### config.mk
export PLATFORM = sky130hd
export DESIGN_NAME = nvram_uploader
export DESIGN_NICKNAME = d
export VERILOG_FILES = /design/src/rtl/nvram_uploader.sv
export SDC_FILE = /design/constraint.sdc
export NUM_CORES = 1
export LEC_CHECK = 0
export ABC_AREA = 1
export BUFFER_PORTS_ARGS = -buffer_cell sky130_fd_sc_hd__buf_2
export CAP_MARGIN = 30
export CORE_MARGIN = 2
export CORE_UTILIZATION = 55
export CTS_CLUSTER_SIZE = 8
export DETAILED_ROUTE_END_ITERATION = 7
export GPL_TIMING_DRIVEN = 0
export HOLD_SLACK_MARGIN = 0.12
export PLACE_DENSITY = 0.8
export SYNTH_ARGS = -nofsm -noshare
export SYNTH_HDL_FRONTEND = slang
export SYNTH_SLANG_ARGS = --single-unit
### constraint.sdc
create_clock -name clk_sys -period 2 [get_ports clk_sys]
set_clock_uncertainty 0.15 [all_clocks]
set_input_delay 0.2 -clock clk_sys [delete_from_list [all_inputs] [get_ports clk_sys]]
set_output_delay 0.2 -clock clk_sys [all_outputs]
set_load 0.01 [all_outputs]
### src/rtl/nvram_uploader.sv
// -----------------------------------------------------------------------------
// nvram_uploader
//   Streams the Williams CMOS high-score RAM (4-bit nibbles) to the HPS as bytes
//   through hps_io's upload handshake, so scores can be saved to SD. The game
//   CPU is held halted for the whole upload session to keep the dump coherent.
//
// Parameters
//   ADDR_W   CMOS RAM address width (nibble addresses)
//   PACK     1: byte = {nib[2A+1], nib[2A]}; 0: byte = mem_q[A]
//   BYTES    number of valid upload bytes; addresses >= BYTES read as 8'hFF
//   MEM_LAT  cycles from mem_rd to valid mem_q (1..3)
//   UP_INDEX ioctl_index value selecting this block
//
// Ports
//   clk_sys      in   system clock
//   reset_n      in   asynchronous active-low reset
//   ioctl_upload in   high for the whole upload session
//   ioctl_index  in   upload target select
//   ioctl_rd     in   one-cycle request for the byte at ioctl_addr
//   ioctl_addr   in   byte address of the request
//   ioctl_din    out  returned byte (held until the next accepted request)
//   din_valid    out  ioctl_din answers the most recent accepted request
//   halt_req     out  request that the game CPU stop
//   halt_ack     in   game CPU is halted
//   mem_addr     out  CMOS read address
//   mem_rd       out  one-cycle read strobe
//   mem_q        in   read data ([3:0] only when PACK=1)
//   busy         out  a fetch is in progress
//   overrun      out  sticky: a request was dropped (cleared at session start)
// -----------------------------------------------------------------------------
module nvram_uploader #(
  parameter int ADDR_W   = 10,
  parameter int PACK     = 1,
  parameter int BYTES    = 512,
  parameter int MEM_LAT  = 1,
  parameter int UP_INDEX = 4
) (
  input  logic              clk_sys,
  input  logic              reset_n,
  input  logic              ioctl_upload,
  input  logic [15:0]       ioctl_index,
  input  logic              ioctl_rd,
  input  logic [24:0]       ioctl_addr,
  output logic [7:0]        ioctl_din,
  output logic              din_valid,
  output logic              halt_req,
  input  logic              halt_ack,
  output logic [ADDR_W-1:0] mem_addr,
  output logic              mem_rd,
  input  logic [7:0]        mem_q,
  output logic              busy,
  output logic              overrun
);

  // Width of the captured byte address once it is known to be in range.
  localparam int          AW       = ADDR_W - PACK;
  localparam logic [24:0] BYTES_W  = 25'(BYTES);
  localparam logic [1:0]  LAT_INIT = 2'(MEM_LAT);
  localparam logic [15:0] INDEX_W  = 16'(UP_INDEX);

  typedef enum logic [2:0] {
    ST_IDLE      = 3'd0,
    ST_HALT_WAIT = 3'd1,
    ST_READY     = 3'd2,
    ST_OOR       = 3'd3,
    ST_FETCH_LO  = 3'd4,
    ST_FETCH_HI  = 3'd5,
    ST_DONE      = 3'd6
  } state_e;

  // Nibble address for byte address a; hi selects the odd nibble when packing.
  function automatic logic [ADDR_W-1:0] mk_addr(input logic [AW-1:0] a, input logic hi);
    logic [ADDR_W-1:0] r;
    r = (ADDR_W'(a) << PACK) | ADDR_W'(hi);
    return r;
  endfunction

  state_e            state_q, state_d;
  logic [AW-1:0]     addr_q, addr_d;
  logic [1:0]        lat_q, lat_d;
  logic              hi_issued_q, hi_issued_d;
  logic              pend_vld_q, pend_vld_d;
  logic [24:0]       pend_addr_q, pend_addr_d;
  logic [7:0]        din_q, din_d;
  logic              din_valid_q, din_valid_d;
  logic              halt_req_q, halt_req_d;
  logic [ADDR_W-1:0] mem_addr_q, mem_addr_d;
  logic              mem_rd_q, mem_rd_d;
  logic              busy_q, busy_d;
  logic              overrun_q, overrun_d;

  logic              sel_s;
  logic [24:0]       req_addr_s;
  logic              rd_take_s;

  assign sel_s = ioctl_upload && (ioctl_index == INDEX_W);

  // Next-state and output logic of the upload session FSM.
  always_comb begin
    state_d     = state_q;
    addr_d      = addr_q;
    lat_d       = lat_q;
    hi_issued_d = hi_issued_q;
    pend_vld_d  = pend_vld_q;
    pend_addr_d = pend_addr_q;
    din_d       = din_q;
    din_valid_d = din_valid_q;
    halt_req_d  = halt_req_q;
    mem_addr_d  = mem_addr_q;
    mem_rd_d    = 1'b0;
    busy_d      = busy_q;
    overrun_d   = overrun_q;
    // A queued request always takes priority over a fresh one.
    req_addr_s  = pend_vld_q ? pend_addr_q : ioctl_addr;
    rd_take_s   = 1'b0;

    if (!sel_s) begin
      // Session ended (or never started): abort everything, release the CPU.
      state_d     = ST_IDLE;
      halt_req_d  = 1'b0;
      din_valid_d = 1'b0;
      busy_d      = 1'b0;
      pend_vld_d  = 1'b0;
    end else begin
      case (state_q)
        ST_IDLE: begin
          state_d    = ST_HALT_WAIT;
          halt_req_d = 1'b1;
          overrun_d  = 1'b0;
          pend_vld_d = 1'b0;
        end
        ST_HALT_WAIT: begin
          if (halt_ack) begin
            state_d = ST_READY;
          end else begin
            state_d = ST_HALT_WAIT;
          end
        end
        ST_READY: begin
          if (!halt_ack) begin
            state_d = ST_HALT_WAIT;
          end else if (pend_vld_q || ioctl_rd) begin
            rd_take_s   = !pend_vld_q;
            pend_vld_d  = 1'b0;
            busy_d      = 1'b1;
            din_valid_d = 1'b0;
            // Range check on the full address before truncation: no aliasing.
            if (req_addr_s >= BYTES_W) begin
              state_d = ST_OOR;
            end else begin
              addr_d      = req_addr_s[AW-1:0];
              mem_addr_d  = mk_addr(req_addr_s[AW-1:0], 1'b0);
              mem_rd_d    = 1'b1;
              lat_d       = LAT_INIT;
              hi_issued_d = 1'b1;
              state_d     = ST_FETCH_LO;
            end
          end else begin
            state_d = ST_READY;
          end
        end
        ST_OOR: begin
          din_d   = 8'hFF;
          state_d = ST_DONE;
        end
        ST_FETCH_LO: begin
          if (lat_q != 2'd0) begin
            lat_d = lat_q - 2'd1;
          end else if (PACK != 0) begin
            din_d[3:0] = mem_q[3:0];
            state_d    = ST_FETCH_HI;
            // Issue the odd-nibble read straight away unless the CPU left halt.
            if (halt_ack) begin
              mem_addr_d  = mk_addr(addr_q, 1'b1);
              mem_rd_d    = 1'b1;
              lat_d       = LAT_INIT;
              hi_issued_d = 1'b1;
            end else begin
              hi_issued_d = 1'b0;
            end
          end else begin
            din_d   = mem_q;
            state_d = ST_DONE;
          end
        end
        ST_FETCH_HI: begin
          if (!hi_issued_q) begin
            // Deferred read: mem_rd only goes out while the CPU is halted.
            if (halt_ack) begin
              mem_addr_d  = mk_addr(addr_q, 1'b1);
              mem_rd_d    = 1'b1;
              lat_d       = LAT_INIT;
              hi_issued_d = 1'b1;
            end else begin
              hi_issued_d = 1'b0;
            end
          end else if (lat_q != 2'd0) begin
            lat_d = lat_q - 2'd1;
          end else begin
            din_d[7:4] = mem_q[3:0];
            state_d    = ST_DONE;
          end
        end
        ST_DONE: begin
          din_valid_d = 1'b1;
          busy_d      = 1'b0;
          if (halt_ack) begin
            state_d = ST_READY;
          end else begin
            state_d = ST_HALT_WAIT;
          end
        end
        default: begin
          state_d = ST_IDLE;
        end
      endcase

      // Requests not consumed directly go to the one-deep slot, else are dropped.
      if (ioctl_rd && !rd_take_s && (state_q != ST_IDLE)) begin
        if (!pend_vld_d) begin
          pend_vld_d  = 1'b1;
          pend_addr_d = ioctl_addr;
        end else begin
          overrun_d = 1'b1;
        end
      end else begin
        pend_addr_d = pend_addr_d;
      end
    end
  end

  // State and output registers.
  always_ff @(posedge clk_sys or negedge reset_n) begin
    if (!reset_n) begin
      state_q     <= ST_IDLE;
      addr_q      <= '0;
      lat_q       <= 2'd0;
      hi_issued_q <= 1'b0;
      pend_vld_q  <= 1'b0;
      pend_addr_q <= 25'd0;
      din_q       <= 8'd0;
      din_valid_q <= 1'b0;
      halt_req_q  <= 1'b0;
      mem_addr_q  <= '0;
      mem_rd_q    <= 1'b0;
      busy_q      <= 1'b0;
      overrun_q   <= 1'b0;
    end else begin
      state_q     <= state_d;
      addr_q      <= addr_d;
      lat_q       <= lat_d;
      hi_issued_q <= hi_issued_d;
      pend_vld_q  <= pend_vld_d;
      pend_addr_q <= pend_addr_d;
      din_q       <= din_d;
      din_valid_q <= din_valid_d;
      halt_req_q  <= halt_req_d;
      mem_addr_q  <= mem_addr_d;
      mem_rd_q    <= mem_rd_d;
      busy_q      <= busy_d;
      overrun_q   <= overrun_d;
    end
  end

  assign ioctl_din = din_q;
  assign din_valid = din_valid_q;
  assign halt_req  = halt_req_q;
  assign mem_addr  = mem_addr_q;
  assign mem_rd    = mem_rd_q;
  assign busy      = busy_q;
  assign overrun   = overrun_q;

endmodule

Word-level counts from Yosys, hierarchy flattened
Cells that the tools add are included.
{"block": "word_totals", "register_bits": 64, "input_bits": 54, "output_inout_bits": 23}
{"block": "op_classes", "addsub": 1, "mux": 67, "reduce_logical": 22, "bitwise": 3, "n_lt_le_gt_ge": 1, "n_eq_ne": 22}
{"operator": "$mux W10", "count": 6}
{"operator": "$mux W1", "count": 32}
{"operator": "$pmux W10 S3", "count": 1}
{"operator": "$ge A25 B10 Y1 const B", "count": 1}
{"operator": "$mux W25", "count": 1}
{"operator": "$mux W3", "count": 7}
{"operator": "$ne A3 B3 Y1 const B", "count": 6}
{"operator": "$pmux W3 S6", "count": 1}
{"operator": "$eq A16 B3 Y1 const B", "count": 1}
{"operator": "$mux W2", "count": 8}
{"operator": "$ne A2 B2 Y1 const B", "count": 7}
{"operator": "$mux W4", "count": 3}
{"operator": "$pmux W4 S3", "count": 1}
{"operator": "$reduce_and A3 Y1", "count": 4}
{"operator": "$reduce_and A6 Y1", "count": 2}
{"operator": "$reduce_and A5 Y1", "count": 2}
{"operator": "$eq A3 B3 Y1 const B", "count": 3}
{"operator": "$pmux W4 S2", "count": 1}
{"operator": "$reduce_and A7 Y1", "count": 1}
{"operator": "$eq A3 B2 Y1 const B", "count": 2}
{"operator": "$pmux W1 S2", "count": 3}
{"operator": "$pmux W1 S3", "count": 2}
{"operator": "$pmux W2 S3", "count": 1}
{"operator": "$reduce_bool A2 Y1", "count": 3}
{"operator": "other kinds (11)", "count": 17}

Logic depth before layout (Yosys ltp)
Gate-level depths: netlist of run 1.
{"block": "logic_depth", "word_depth": 10, "mapped_depth": 11, "depth_no_buf": 11}

Least setup slack after synthesis of run 1
OpenSTA, ideal clock, no wires.
{"block": "synth_path", "kind": "flip-flop to flip-flop", "start": "register lat_q[0]", "end": "register mem_addr_q[0] (netlist: mem_addr[0])", "setup_ns": 0.118, "t_required_ns": 1.732, "synth_period_minus_slack_ns": 1.737, "t_arrival_ns": 1.469, "stages_incl_launch_ff": 10, "n_path_buf": 0, "setup_slack_ns": 0.263, "path_cell_list": "dfrtp_1 -> inv_1 -> ha_1 -> inv_1 -> nor2_1 -> nor3_1 -> nor2_2 -> nand4_2 -> nand2_1 -> nand2_1"}
{"block": "synth_via", "elab_chain_cells": 3}
{"element": "start: declaration", "line": "80", "text": "logic [1:0] lat_q, lat_d;"}
{"element": "start signal: assignment", "line": "251", "text": "lat_q <= lat_d;"}
{"element": "$reduce_bool A2 Y1", "line": "167", "text": "if (lat_q != 2'd0) begin"}
{"element": "$ne A2 B2 Y1 (no source line)"}
{"element": "$reduce_and A7 Y1 (no source line)"}
{"element": "end signal: assignment", "line": "258", "text": "mem_addr_q <= mem_addr_d;"}
{"element": "end: declaration", "line": "87", "text": "logic [ADDR_W-1:0] mem_addr_q, mem_addr_d;"}
Every way passes these cells.
A chain may end at the register's enable or synchronous reset.

Worst setup path after layout of run 1
{"block": "layout_path", "start": "register pend_vld_q", "end": "register addr_q[0]"}
{"block": "layout_via", "elab_chain_cells": 4}
{"element": "start: declaration", "line": "82", "text": "logic pend_vld_q, pend_vld_d;"}
{"element": "start signal: assignment", "line": "253", "text": "pend_vld_q <= pend_vld_d;"}
{"element": "$mux W25", "line": "114", "text": "req_addr_s = pend_vld_q ? pend_addr_q : ioctl_addr;"}
{"element": "$ge A25 B10 Y1", "line": "148", "text": "if (req_addr_s >= BYTES_W) begin"}
{"element": "$not A1 Y1 (no source line)"}
{"element": "$reduce_and A5 Y1 (no source line)"}
{"element": "end signal: assignment", "line": "250", "text": "addr_q <= addr_d;"}
{"element": "end: declaration", "line": "79", "text": "logic [AW-1:0] addr_q, addr_d;"}
Parallel ways exist; a longest one is shown, timed or not.

==> metrics.md, run 1 <==
| Metric | Value |
|---|---|
| Hold path endpoint | halt_req$_DFFE_PN0P_ |
| Clk pwr share | 39.3% |
| Final net count | 647 |
| CTS buffer count | 9 |
| Top cell type's share of synthesized area | 44.6% |
| Synth warnings | 0 |
| ANT nets after route | 0 |
| Gate power share | 8.2% |
| Layout cells sized above 1 | 30.5% |
| Pins Over Slew Limit | 0 |
| Leak Pwr | 2.55 nW |
| Vias in the first global route | 3419 |
| PD cells | 519 nW/µm² |
| Cell Area, Synth | 3590 µm² |
| Largest net degree at the start of global routing | 65 |
| CP startpoint kind | register |
| Count of different cell masters after synthesis | 35 |
| Vias | 3541 |
| Post-DP HPWL | 5870 µm |
| Met3 Usage GRT | 5.60% |
| Met1 Use GR | 31.8% |
| Number of iterations in the first detailed-routing pass | 4 |
| Post-synth ARST share | 100% |
| Non-Filler Instances | 674 |
| Critical Path AT | 2.11 ns |
| Gr ovfl total | 0 |
| DP Worst Slack | -0.00122 ns |
| Post-synth top area cell | dfrtp_1 |
| Area of the core | 6350 µm² |
| FF-to-FF End | addr_q[0]$_DFFE_PN0P_ |
| Endpoints failing setup | 0 |
| H-tree levels | 3 |
| Vias per inst | 5.25 |
| Hold Startpoint | ioctl_index[14] |
| Post-synth net total | 524 |
| RSZ-0062 raised after global routing | yes |
| GRT busiest layer | met2 |
| Hold depth | 4 |
| Gr usage total | 26.1% |
| Post-Synth Adder-Cell Area | 0.348% |
| Sequential-to-total area share from yosys stat | 44.6% |
| First-pass GRT wire length | 15000 µm |
| Remaining DRCs | 0 |
| PortBufs | 72 |
| Complex-gate fraction of the synthesized area | 14.5% |
| Placement Rows | 29 |
| Clk Latency, worst-skew pair | 0.35 ns |
| Register share of total power | 52.5% |
| Clock Sinks | 64 |
| Setup ws final | 0.00929 ns |
| Global placement routability congestion | 0.906 |
| Final Hold Viols | 0 |
| Multiplexer area fraction after synthesis | 0% |
| EDFF count, synth | 0 |
| DR iter-0 viols | 203 |
| Syn avg cell area | 7.66 µm² |
| Largest family of logic cells by synthesized area | simple AND/OR/NAND/NOR gates |
| Antenna cells | 0 |
| Die Span Y | 84.8 µm |
| MaxCap Viol Count | 0 |
| Commonest non-fill, non-tap cells in the layout | nand2_1 (119), buf_2 (76), inv_1 (65) |
| Synth Area in XOR/XNOR | 0% |
| Worst-margin pin slew | 0.816 ns |
| Fin Setup TNS | 0 ns |
| Initial Util | 56.6% |
| Sw Share | 24.1% |
| Max IR drop VDD | 0.451 mV |
| Kind of critical path | register to register |
| Worst Path Required | 2.12 ns |
| Fin crit period | 1.99 ns |
| Most common cell after layout, fill and taps aside | nand2_1 |
| Placed insts | 618 |
| Status | completed |
| Synth-to-Final Area Change | 32.4% |
| Internal Power | 0.00187 W |
| Antenna violations before repair | 0 |
| Period Utilization, post-route | 99.5% |
| WL/cell | 13.5 µm |
| Yosys reg bits | 64 |
| Synth Instances | 469 |
| RR Startpoint | pend_vld_q$_DFF_PN0_ |
| CP Max Fanout | 6 |
| Drt total wl | 9090 µm |
| IO Count | 77 |
| Relative slew slack | 45.6% |
| Reg2Reg Depth | 11 |
| P_sw | 0.000596 W |
| Fmax achieved | 502 MHz |
| HP Class | input pin to register |
| Total die area | 7190 µm² |
| Clk root buf | clkbuf_8 |
| Crit. End Element | register |
| TritonCTS clock tree | done |
| CTS max path bufs | 2 |
| Synth area leaders | dfrtp_1 (45%), nand2_1 (13%), inv_1 (6.9%) |
| Clock slew at reported path FFs | 0.07 ns |
| R2R Setup Slk | 0.009 ns |
| Simple-gate share of the synthesized area | 30.7% |
| GRT met2 Usage | 45.5% |
| Final Hold Slack | 0.159 ns |
| Ys flop type | dfrtp_1 |
| Die Wd | 84.8 µm |
==> power by group through the flow <==
stage	Combinational (W)	Sequential, W	Clock [W]
3_5_place_dp	0.000146	0.00132	0
2_1_floorplan	0.0000542	0.00132	0
3_3_place_gp	0.000141	0.00132	0
4_1_cts	0.000194	0.00129	0.000988
6_report	0.000202	0.00129	0.000970
5_1_grt	0.000228	0.00129	0.00104
==> cell families (layout without fill, tap and decap cells) <==
kind of cell,after synthesis,after routing
AND/OR/NAND/NOR,237,238
AO/OA/AOI/OAI,82,82
flip-flops,64,64
adder cells (fa/ha/maj),1,1
buffers and inverters,85,212
==> metrics by stage <==
stage	power, W	utilization [%]	area, µm²
after floorplan	0.00137	-	3590
after CTS	0.00248	71.6	4550
after global placement	0.00146	63.7	4050
after global routing	0.00256	74.9	4750
final	0.00247	74.9	4750
after detailed placement	0.00146	63.8	4050
==> metal layers <==
metal	wire, µm	vias to the layer above	part of all wire, %
met5	0	-	0
met4	204	0	2.2
met3	520	23	5.7
met2	4600	124	51
met1	3770	1644	41
li1	-	1750	-
==> area by class of cell <==
class / instances / area, µm²
clock buffers: 13 / 149
repair buffers: 111 / 762
multi-input cells: 321 / 1750
well taps: 77 / 96.3
fillers: 470 / 1600
plain buffers: 14 / 103
flip-flops and latches: 64 / 1600
inverters: 71 / 269
clock inverters: 3 / 17.5
==> cell usage after synthesis (2+ instances only) <==
cell and instances:
nand2_1 125, nor2_2 5, a21oi_1 6, nand2_4 2, nand3b_1 2, nand3_1 15
buf_6 2, nand3_2 2, nor2_1 52, dfrtp_1 64, o21ai_0 33, nand2_2 4
nor3_1 4, inv_2 5, buf_4 3, buf_2 8, inv_1 66, nor2_4 3
nand4_1 16, o211ai_1 2, o21ai_2 21, o21ai_1 7, nor2_8 2, a31oi_1 9
==> critical path, cell delays in order, from the launching register on <==
cell and delay [ns]:
dfrtp_2 0.44, buf_6 0.15, nand2_1 0.05, nand2_1 0.05, nor2_1 0.17, nand3_2 0.16, inv_2 0.10, nand3_2 0.12
nor2_4 0.24, buf_12 0.16, nand2_2 0.04, o21ai_1 0.09
==> state kept, by name, summed over array words and instances, names as in the netlist, 2 cells and up <==
name         cells
lat_q            2
ioctl_din        8
pend_addr_q     25
state_q          3
mem_addr        10
addr_q           9
==> timing repair <==
item	in CTS	in global routing
pin swaps	0	11
gates resized for setup	2	50
cloned	0	3
hold endpoints to repair	99	0
endpoints found under the setup margin	6	51
hold buffers	32	0
buffers inserted	0	5
==> worst max path at each step <==
| stage | start | to |
|---|---|---|
| after CTS | ioctl_addr[22] | addr_q[3]$_DFFE_PN0P_ |
| after detailed placement | lat_q[0]$_DFFE_PN0P_ | mem_addr[3]$_DFFE_PN0P_ |
| after global routing | pend_vld_q$_DFF_PN0_ | addr_q[0]$_DFFE_PN0P_ |
| after floorplan | lat_q[0]$_DFFE_PN0P_ | mem_addr[0]$_DFFE_PN0P_ |
| final | pend_vld_q$_DFF_PN0_ | addr_q[0]$_DFFE_PN0P_ |
| after global placement | lat_q[0]$_DFFE_PN0P_ | mem_addr[4]$_DFFE_PN0P_ |
Power figures use the tool's default switching activity.
==> run 2, diff against run 1 <==
==> constraint.sdc (replaced) <==
create_clock -name clk_sys -period 2 [get_ports clk_sys]
set_clock_uncertainty 0.15 [all_clocks]
set_input_delay 0.4 -clock clk_sys [delete_from_list [all_inputs] [get_ports clk_sys]]
set_output_delay 0.4 -clock clk_sys [all_outputs]
set_load 0.01 [all_outputs]
==> run 2 against run 1 <==
Effect of this change: fmax is 0.94% higher; hold slack worse by 0.014 ns; total power is 1.7% lower; combinational power is 25% lower; first-iteration DRC count is 13% higher; die area stayed put; worst setup slack better by 0.019 ns; largest power group unchanged; flip-flop and latch count stayed put.
==> metrics.md, run 2 (synthesis gave the netlist of run 1 again) <==
| Metric | Value |
|---|---|
| Leak Pwr | 2.44 nW |
| Critical path's slowest cell | dfrtp_2 |
| Fin crit period | 1.97 ns |
| P_sw | 0.000594 W |
| Max reg flops | 25 |
| Critical Path AT | 2.10 ns |
| Kind of critical path | register to register |
| Global placement routability congestion | 0.906 |
| Gr usage total | 24.2% |
| Reg2Reg Depth | 11 |
| H-tree levels | 3 |
| CP startpoint kind | register |
| Final Power | 0.00242 W |
| MaxCap Viol Count | 0 |
| Buf/Inv on CP | 3 |
| Crit path max-delay family | simple AND/OR/NAND/NOR gates |
| Worst Path Required | 2.12 ns |
| Pins Over Slew Limit | 0 |
| ANT nets after route | 0 |
| CTS max path bufs | 2 |
| Endpoints failing setup | 0 |
| DR iter-0 viols | 230 |
| TritonCTS clock tree | done |
| Vias per inst | 5.28 |
| WL/cell | 13.3 µm |
| Initial Util | 56.6% |
| Gr ovfl total | 0 |
| Clk root buf | clkbuf_8 |
| CP peak stage delay | 0.45 ns |
| Antenna violations before repair | 0 |
| Final net count | 619 |
| Post-DP HPWL | 5870 µm |
| Clock Sinks | 64 |
| Vias in the first global route | 3215 |
| Fmax achieved | 507 MHz |
| Layout cells sized above 1 | 32.7% |
| Die Span Y | 84.8 µm |
| Worst path cell trace | buf_6, nand2_1, nand2_1, nor2_2, nand3_2, inv_2, nand3_2, nor2_4, buf_12, nand2_2, o21ai_1 |
| Internal Power | 0.00183 W |
| Gate power share | 6.2% |
| Placement Cell Area | 4050 µm² |
| Worst path depth | 11 |
| Worst-margin pin slew | 0.802 ns |
| Area of the core | 6350 µm² |
| First-pass GRT wire length | 14000 µm |
| Hold depth | 3 |
| Crit. End Element | register |
| PD cells | 540 nW/µm² |
| Most common cell after layout, fill and taps aside | nand2_1 |
| Sw Share | 24.5% |
| Clk pwr share | 40.4% |
| Finished Cell Area | 4490 µm² |
| Final Hold Viols | 0 |
| Clk Latency, worst-skew pair | 0.35 ns |
| CTS buffer count | 9 |
| Period Utilization, post-route | 98.6% |
| Total die area | 7190 µm² |
| IO Count | 77 |
| Relative slew slack | 46.5% |
| PortBufs | 72 |
| Vias | 3414 |
| Clock slew at reported path FFs | 0.07 ns |
| Number of iterations in the first detailed-routing pass | 4 |
| Register share of total power | 53.4% |
| RSZ-0062 raised after global routing | yes |
| DP Worst Slack | -0.0751 ns |
| Commonest non-fill, non-tap cells in the layout | nand2_1 (118), buf_2 (74), inv_1 (65) |
| Largest net degree at the start of global routing | 65 |
| Drt total wl | 8620 µm |
| Die Wd | 84.8 µm |
| Fill count | 524 |
| Max IR drop VDD | 0.451 mV |
| Placement Rows | 29 |
| Status | completed |
| Remaining DRCs | 0 |
| Setup ws final | 0.0278 ns |
| Top reg by flops | pend_addr_q |
| Antenna cells | 0 |
| HP Class | input pin to register |
| CP Max Fanout | 6 |
| Synth-to-Final Area Change | 24.9% |
## run 2: cell types whose count changed in the layout (fill, tap and decap cells not counted), sizes merged
cell         change
buf              +1
clkbuf           +2
dlygate4sd3     -31
## run 2: per-layer routing
layer  vias to the layer above  GRT usage [%]  routed length (µm)
li1                       1689              -                   -
met1                      1594           30.1                3650
met2                       108           41.7                4310
met3                        23           5.51                 481
met4                         0           8.23                 184
met5                         -              0                   0
## run 2: worst min-delay path: cells and delay by family
kind            cells  cell delay [ns]
buf+inv             2             0.14
compound gates      1             0.06
## run 2: path summary, 6_finish.rpt
| check | startpoint | slack [ns] | to |
|---|---|---|---|
| worst max-delay path | pend_vld_q$_DFF_PN0_ | 0.03 | addr_q[0]$_DFFE_PN0P_ |
| worst min-delay path | ioctl_addr[15] | 0.15 | pend_addr_q[15]$_DFFE_PN0P_ |
| worst max register to register | pend_vld_q$_DFF_PN0_ | 0.03 | addr_q[0]$_DFFE_PN0P_ |
| worst min register to register | mem_addr[7]$_DFFE_PN0P_ | 0.32 | mem_addr[7]$_DFFE_PN0P_ |
| max in group asynchronous | reset_n | 0.61 | state_q[0]$_DFFE_PN0P_ |
| min in group asynchronous | reset_n | 0.53 | busy$_DFFE_PN0P_ |
## run 2: cell type report
cell class / count / area (µm²) / share of cell area (%)
multi-input combinational: 321 / 1780 / 39.6
sequential: 64 / 1610 / 35.8
timing repair buffer: 83 / 462 / 10.3
inverter: 71 / 267 / 5.94
clock buffer: 13 / 149 / 3.32
buffer: 14 / 111 / 2.48
tap: 77 / 96.3 / 2.15
clock inverter: 3 / 17.5 / 0.391
## run 2: power by group through the flow
| stage | Combinational (W) | Clock (W) | Sequential [W] |
|---|---|---|---|
| final | 0.000151 | 0.000979 | 0.00129 |
| after global routing | 0.000175 | 0.00104 | 0.00129 |
| after CTS | 0.000148 | 0.000988 | 0.00129 |
| after detailed placement | 0.000146 | 0 | 0.00132 |
| after global placement | 0.000141 | 0 | 0.00132 |
| after floorplan | 0.0000542 | 0 | 0.00132 |
## run 2: repair_timing
item	in CTS	in global routing
gates resized for setup	2	56
buffers inserted	0	7
endpoints found under the setup margin	6	51
pin swaps	0	12
hold endpoints to repair	64	0
hold buffers	1	0
cloned	0	4
## run 2: through the flow
step | setup TNS [ns] | hold WS, ns | util (%) | cells
6_report | 0 | 0.145 | 70.6 | 646
5_1_grt | -0.819 | 0.158 | 70.6 | 646
4_1_cts | 0 | 0.140 | 66.7 | 635
3_5_place_dp | -1.47 | 0.303 | 63.8 | 618
3_3_place_gp | -0.512 | 0.302 | 63.7 | 618
2_1_floorplan | 0 | -0.0456 | - | 469
